File: src/rtl/serial_frame_sched_pkg.sv
// serial_sched_pkg: shared types and register map for serial_frame_sched.
package serial_sched_pkg;

   // Scheduler FSM states
   typedef enum logic [1:0] {
      IDLE  = 2'd0,
      LOAD  = 2'd1,
      SHIFT = 2'd2,
      GAP   = 2'd3
   } sched_state_e;

   // Register indices, selected by ADR_I[3:2]
   localparam logic [1:0] REG_DATA   = 2'd0;
   localparam logic [1:0] REG_DIV    = 2'd1;
   localparam logic [1:0] REG_STATUS = 2'd2;

   // STATUS field positions
   localparam int ST_EMPTY_BIT = 0;
   localparam int ST_FULL_BIT  = 1;
   localparam int ST_COUNT_LSB = 2;
   localparam int ST_COUNT_W   = 3;
   localparam int ST_OVF_BIT   = 5;

endpackage

File: src/rtl/serial_frame_sched_fifo.sv
// frame_fifo: synchronous frame FIFO; push while full and pop while empty
// are ignored. Same-clock push and pop keep the count unchanged.
module frame_fifo #(
   parameter int W     = 10,
   parameter int DEPTH = 4,
   parameter int CW    = $clog2(DEPTH + 1)
) (
   input  logic          clk_i,
   input  logic          rst_i,
   input  logic          push_i,
   input  logic          pop_i,
   input  logic [W-1:0]  din_i,
   output logic [W-1:0]  dout_o,
   output logic          full_o,
   output logic          empty_o,
   output logic [CW-1:0] count_o
);

   localparam int AW = $clog2(DEPTH);

   logic [W-1:0]  mem_q [DEPTH];
   logic [AW-1:0] wr_ptr_q, rd_ptr_q;
   logic [CW-1:0] count_q;
   logic          do_push, do_pop;

   assign full_o  = (count_q == CW'(DEPTH));
   assign empty_o = (count_q == '0);
   assign count_o = count_q;
   assign dout_o  = mem_q[rd_ptr_q];

   assign do_push = push_i && !full_o;
   assign do_pop  = pop_i && !empty_o;

   // Storage array; contents are don't-care while empty, so no reset
   always_ff @(posedge clk_i) begin
      if (do_push) mem_q[wr_ptr_q] <= din_i;
   end

   // Pointers and occupancy
   always_ff @(posedge clk_i or posedge rst_i) begin
      if (rst_i) begin
         wr_ptr_q <= '0;
         rd_ptr_q <= '0;
         count_q  <= '0;
      end else begin
         if (do_push) wr_ptr_q <= wr_ptr_q + AW'(1);
         if (do_pop)  rd_ptr_q <= rd_ptr_q + AW'(1);
         case ({do_push, do_pop})
            2'b10:   count_q <= count_q + CW'(1);
            2'b01:   count_q <= count_q - CW'(1);
            default: count_q <= count_q;
         endcase
      end
   end

endmodule

File: src/rtl/serial_frame_sched.sv
// serial_frame_sched: Wishbone classic slave feeding a frame FIFO, drained
// LSB-first onto a serial line at DIV+1 clocks per bit with idle gaps.
// Optional feature macro: SERIAL_PARITY_EN appends an even-parity bit.
// GAP_BITS must be at least 1.
module serial_frame_sched
   import serial_sched_pkg::*;
#(
   parameter int          FRAME_W    = 10,
   parameter int          FIFO_DEPTH = 4,
   parameter logic [15:0] DIV_RST    = 16'd3,
   parameter int          GAP_BITS   = 2
) (
   input  logic        clk_i,
   input  logic        rst_i,
   input  logic        CYC_I,
   input  logic        STB_I,
   input  logic        WE_I,
   input  logic [31:0] ADR_I,
   input  logic [31:0] DAT_I,
   output logic [31:0] DAT_O,
   output logic        ACK_O,
   output logic        data_o,
   output logic        ena_o,
   output logic        busy_o
);

   localparam int CW  = $clog2(FIFO_DEPTH + 1);
   localparam int FBW = $clog2(FRAME_W + 2);
   localparam int GBW = $clog2(GAP_BITS + 1);
   localparam int BCW = (FBW > GBW) ? FBW : GBW;
`ifdef SERIAL_PARITY_EN
   localparam int SH_W = FRAME_W + 1;
`else
   localparam int SH_W = FRAME_W;
`endif
   localparam logic [BCW-1:0] LAST_BIT = BCW'(SH_W - 1);
   localparam logic [BCW-1:0] LAST_GAP = BCW'(GAP_BITS - 1);

   // Bus side
   logic         wb_req, ack_q, ovf_q;
   logic [1:0]   reg_sel;
   logic [31:0]  rd_data, dat_q;
   logic [15:0]  div_q;
   logic         fifo_push, fifo_pop, fifo_full, fifo_empty;
   logic [FRAME_W-1:0] fifo_dout;
   logic [CW-1:0]      fifo_count;

   // Line side
   sched_state_e state_q;
   logic [SH_W-1:0] shreg_q, load_word;
   logic [15:0]     timer_q, div_lat_q;
   logic [BCW-1:0]  bitcnt_q;
   logic            data_q, ena_q, busy_q;

   logic unused_bits;
   assign unused_bits = ^{ADR_I[31:4], ADR_I[1:0], DAT_I[31:16]};

   // A new transaction is one not already being acked this clock
   assign wb_req    = CYC_I && STB_I && !ack_q;
   assign reg_sel   = ADR_I[3:2];
   assign fifo_push = wb_req && WE_I && (reg_sel == REG_DATA);
   assign fifo_pop  = (state_q == LOAD);

`ifdef SERIAL_PARITY_EN
   assign load_word = {^fifo_dout, fifo_dout};
`else
   assign load_word = fifo_dout;
`endif

   assign ACK_O  = ack_q;
   assign DAT_O  = dat_q;
   assign data_o = data_q;
   assign ena_o  = ena_q;
   assign busy_o = busy_q;

   frame_fifo #(.W(FRAME_W), .DEPTH(FIFO_DEPTH), .CW(CW)) u_fifo (
      .clk_i   (clk_i),
      .rst_i   (rst_i),
      .push_i  (fifo_push),
      .pop_i   (fifo_pop),
      .din_i   (DAT_I[FRAME_W-1:0]),
      .dout_o  (fifo_dout),
      .full_o  (fifo_full),
      .empty_o (fifo_empty),
      .count_o (fifo_count)
   );

   // Register read mux
   always_comb begin
      rd_data = '0;
      case (reg_sel)
         REG_DIV: rd_data[15:0] = div_q;
         REG_STATUS: begin
            rd_data[ST_EMPTY_BIT]                 = fifo_empty;
            rd_data[ST_FULL_BIT]                  = fifo_full;
            rd_data[ST_COUNT_LSB +: ST_COUNT_W]   = ST_COUNT_W'(fifo_count);
            rd_data[ST_OVF_BIT]                   = ovf_q;
         end
         default: rd_data = '0;
      endcase
   end

   // Wishbone handshake and register side effects, once per transaction
   always_ff @(posedge clk_i or posedge rst_i) begin
      if (rst_i) begin
         ack_q <= 1'b0;
         dat_q <= '0;
         div_q <= DIV_RST;
         ovf_q <= 1'b0;
      end else begin
         ack_q <= wb_req;
         dat_q <= (wb_req && !WE_I) ? rd_data : '0;
         if (wb_req && WE_I && (reg_sel == REG_DIV))
            div_q <= DAT_I[15:0];
         if (fifo_push && fifo_full)
            ovf_q <= 1'b1;
         else if (wb_req && !WE_I && (reg_sel == REG_STATUS))
            ovf_q <= 1'b0;
      end
   end

   // Frame FSM: bit timer counts DIV_lat..0 per bit; bitcnt_q is reused
   // to count gap bit periods
   always_ff @(posedge clk_i or posedge rst_i) begin
      if (rst_i) begin
         state_q   <= IDLE;
         shreg_q   <= '0;
         timer_q   <= '0;
         div_lat_q <= '0;
         bitcnt_q  <= '0;
         data_q    <= 1'b0;
         ena_q     <= 1'b0;
         busy_q    <= 1'b0;
      end else begin
         case (state_q)
            IDLE: begin
               data_q <= 1'b0;
               ena_q  <= 1'b0;
               if (!fifo_empty) begin
                  state_q <= LOAD;
                  busy_q  <= 1'b1;
               end
            end
            LOAD: begin
               shreg_q   <= load_word;
               data_q    <= load_word[0];
               ena_q     <= 1'b1;
               timer_q   <= div_q;
               div_lat_q <= div_q;
               bitcnt_q  <= '0;
               state_q   <= SHIFT;
            end
            SHIFT: begin
               if (timer_q == 16'd0) begin
                  timer_q <= div_lat_q;
                  if (bitcnt_q == LAST_BIT) begin
                     data_q   <= 1'b0;
                     ena_q    <= 1'b0;
                     bitcnt_q <= '0;
                     state_q  <= GAP;
                  end else begin
                     shreg_q  <= shreg_q >> 1;
                     data_q   <= shreg_q[1];
                     ena_q    <= 1'b1;
                     bitcnt_q <= bitcnt_q + BCW'(1);
                  end
               end else begin
                  timer_q <= timer_q - 16'd1;
                  ena_q   <= 1'b0;
               end
            end
            GAP: begin
               data_q <= 1'b0;
               ena_q  <= 1'b0;
               if (timer_q == 16'd0) begin
                  timer_q <= div_lat_q;
                  if (bitcnt_q == LAST_GAP) begin
                     bitcnt_q <= '0;
                     if (!fifo_empty) begin
                        state_q <= LOAD;
                     end else begin
                        state_q <= IDLE;
                        busy_q  <= 1'b0;
                     end
                  end else begin
                     bitcnt_q <= bitcnt_q + BCW'(1);
                  end
               end else begin
                  timer_q <= timer_q - 16'd1;
               end
            end
            default: state_q <= IDLE;
         endcase
      end
   end

endmodule
File: config.mk
export PLATFORM = sky130hd
export DESIGN_NAME = serial_frame_sched
export DESIGN_NICKNAME = d
export VERILOG_FILES = /design/src/rtl/serial_frame_sched_pkg.sv /design/src/rtl/serial_frame_sched_fifo.sv /design/src/rtl/serial_frame_sched.sv
export SDC_FILE = /design/constraint.sdc
export NUM_CORES = 1
export LEC_CHECK = 0
export ABC_AREA = 1
export ABC_CLOCK_PERIOD_IN_PS = 2400
export CORE_MARGIN = 3
export CORE_UTILIZATION = 50
export CTS_BUF_LIST = sky130_fd_sc_hd__clkbuf_8
export CTS_CLUSTER_SIZE = 40
export DETAILED_ROUTE_END_ITERATION = 10
export GPL_TIMING_DRIVEN = 0
export HOLD_SLACK_MARGIN = 0.05
export PLACE_DENSITY = 0.78
export SETUP_SLACK_MARGIN = 0.5
export SLEW_MARGIN = 20
export SYNTH_ARGS = -nofsm -noshare
export SYNTH_HDL_FRONTEND = slang
export SYNTH_SLANG_ARGS = --single-unit
File: constraint.sdc
create_clock -name clk_i -period 2.4 [get_ports clk_i]
set_input_delay 0.24 -clock clk_i [delete_from_list [all_inputs] [get_ports clk_i]]
set_output_delay 0.24 -clock clk_i [all_outputs]
set_load 0.005 [all_outputs]
==> results.toml <==
[global_route]
grt_antenna_before_repair = 0
grt_max_degree = 34
grtUsageTotal = 0.2176
grt_pass1_vias = 4948
grt_overflow_total = 0
grt_pass1_wl_mm = 24.43

[critical_path]
crit_type = "reg -> reg"
endpoint = "u_fifo.count_o[2]"
r2r-end = "u_fifo.count_o[2]"
rrSetupSlack_ns = 0.48
arrival_ns = 2.25
start_kind = "flip-flop"
crit_start = "state_q[1]"
required_ns = 2.72
crit_fanout = 3
reg2reg_from = "state_q[1]"
reg2reg_depth = 11
worstSetupEndpointType = "flip-flop"

[clocking]
root_buffer = "clkbuf_8"
clock_sinks = 131
numCtsBuffers = 17
clk_latency_ns = 0.44
cts_hold_buf = 0
cts_tree = "done"
htree_levels = 4
clkTransAtPathRegs_ns = 0.08
cts_buffer_depth = 2

[final_layout]
finalNonFillerCells = 978
final_area_sq_um = 7804
drive_gt1_frac = 0.1840
fin_util = 0.6338
ff_latch_area_sq_um = 3483
syn2layout_area_growth_pct = 21.08
diodes = 0
fin_nets = 885
fill_cells = 955
multi_input_area_sq_um = 2608

[yosys]
ys_ff_latch = 131
synth_edf_count = 40
synthTopCellsByCount = "nand2_1 (128), dfrtp_1 (89), nor2_1 (88)"
avgSynthCellArea_sq_um = 9.155
yosys_warnings = 0
synth_most_common_cell = "nand2_1"
syn_inst = 704
netlist.area_leader.share = 0.3456
ys_types = 39
synthesis.area_sq_um = 6445
ys_seq_area_frac = 0.5401
async_flop_share = 0.6947
ys.flop_type = "dfrtp_1"
synthTopCellsByArea = "dfrtp_1 (35%), edfxtp_1 (19%), nand2_1 (7.5%), nor2_1 (5.1%), o21ai_0 (4.6%)"
synth_largest_area_cell = "dfrtp_1"

[pwr]
vdd_drop_max_mv = 0.5908
p_sw_frac = 0.4193
power_density_nw_per_um2 = 1115
p_total_mw = 8.700
combPwrFrac = 0.414
internal_power_mw = 5.053
p_leak_nw = 3.456
p_sw_mw = 3.648
clkPwrFrac = 0.207
sequentialPowerShare = 0.379

[placed_design]
post-place-ws_ns = -0.2066
io_buffer_count = 42
place_congestion = 0.8479
postPlaceCellArea_sq_um = 7242
hpwl_mm = 10.65
dp.cells = 932

[sta]
period_share = 0.8013
maxSlewHeadroom = 0.5841
setup_viol = 0
layout_setup_ws_ns = 0.4769
clock.fmax_mhz = 520.0
fin_worst_skew_ns = 0.009281
finalHoldViolations = 0
tns_ns = 0
slew_viol_final = 0
tightest_slew_ns = 0.6232
timing.hold.ws_ns = 0.1122
rsz0062_at_grt = "yes"
fin_crit_ns = 1.923

[status]
status = "finished clean"

[routing]
drtAntennaViolNets = 0
firstDrtPassIters = 5
viasPerCell = 5.178
wirelength_mm = 14.72
vias = 5064
wl_per_cell_um = 15.05
drc = 0
first_iter_violations = 422

[die]
die_x_um = 119.5
fp.dieArea_sq_um = 14290
die_h_um = 119.5
rows = 40
start_util = 0.5235
ios = 105
core_area_sq_um = 12310

[flow_run]
cap_violations = 0

[worst_hold_path]
hold_class = "in -> async"
-- metal layers --
layer | part of all wire | vias up | global-route usage
li1 | - | 2456 | -
met1 | 0.42 | 2396 | 0.2865
met2 | 0.48 | 190 | 0.3503
met3 | 0.073 | 22 | 0.06173
met4 | 0.022 | 0 | 0.07015
met5 | 0 | - | 0
-- worst min path at each step --
stage	start	endpoint	slack (ns)	depth (start not counted)
after floorplan	DAT_I[0]	u_fifo.mem_q[0][0]	0.34	0
after global placement	ovf_q	ovf_q	0.47	2
after detailed placement	div_lat_q[10]	div_lat_q[10]	0.47	2
after CTS	rst_i	ACK_O	0.1	2
after global routing	rst_i	ACK_O	0.11	2
final	rst_i	ACK_O	0.11	2
-- power groups by stage --
| stage | Combinational [mW] | Sequential [mW] | Clock (mW) |
|---|---|---|---|
| after floorplan | 2.52 | 3.20 | 0 |
| after global placement | 3.16 | 3.30 | 0 |
| after detailed placement | 3.29 | 3.33 | 0 |
| after CTS | 3.50 | 3.28 | 1.81 |
| after global routing | 4.09 | 3.37 | 1.93 |
| final | 3.60 | 3.30 | 1.80 |
-- repair_timing --
action	in CTS	in global routing
setup buffers	7	7
endpoints found under the setup margin	60	28
pin swaps	4	7
gates resized for setup	21	8
-- registers in the layout, indices dropped and copies added, names as in the netlist, 2 cells and up --
signal / count
DAT_O: 16
bitcnt_q: 4
div_lat_q: 16
div_q: 16
shreg_q: 9
state_q: 2
timer_q: 16
u_fifo.count_o: 3
u_fifo.mem_q: 40
u_fifo.rd_ptr_q: 2
u_fifo.wr_ptr_q: 2
-- kinds of logic after synthesis --
family                     synth area share
xor gates and xnor gates            0.01087
and+or+nand+nor                      0.2097
DFF                                  0.5401
muxes                              0.008736
AOI/OAI and AO/OA                    0.1149
buffers and inverters               0.07707
other                             0.0005819
adders and majority gates           0.03805
-- critical path, cell delays in order, from the launching register on --
cell     delay [ns]
dfrtp_2        0.44
inv_4          0.07
ha_4           0.12
buf_6          0.11
inv_8          0.03
nor2_4         0.13
ha_4           0.16
inv_4          0.04
fa_2           0.34
a21oi_2        0.12
o21ai_1        0.08
xor2_1         0.14
-- cell type report --
| cell class | instances | area share |
|---|---|---|
| clock buffers | 17 | 0.02998 |
| flip-flops and latches | 131 | 0.4464 |
| multi-input cells | 479 | 0.3341 |
| clock inverters | 15 | 0.01876 |
| inverters | 74 | 0.03800 |
| repair buffers | 59 | 0.07696 |
| plain buffers | 35 | 0.02886 |
| well taps | 168 | 0.02694 |
-- cells in the final DEF, fill, tap and decap left out, types with 4 or more instances in the layout --
cell             instances
nor3_1                   7
ha_1                    14
nor2_1                  81
dfrtp_1                 87
xor2_1                   7
buf_4                   30
nand2_2                  5
or2_2                    9
nor2_4                   5
mux2_2                   5
o21ai_1                 11
o21ai_0                 58
inv_6                    8
a21oi_2                  6
edfxtp_1                40
o22ai_1                  9
inv_2                    4
nor2_2                  11
conb_1                  16
nand3_2                 12
clkinvlp_4               6
nand2_1                126
a21oi_1                 49
clkdlybuf4s50_1         42
inv_1                   64
nand3_1                 31
clkbuf_1                14
clkbuf_8                18
(Power assumes the default switching activity.)
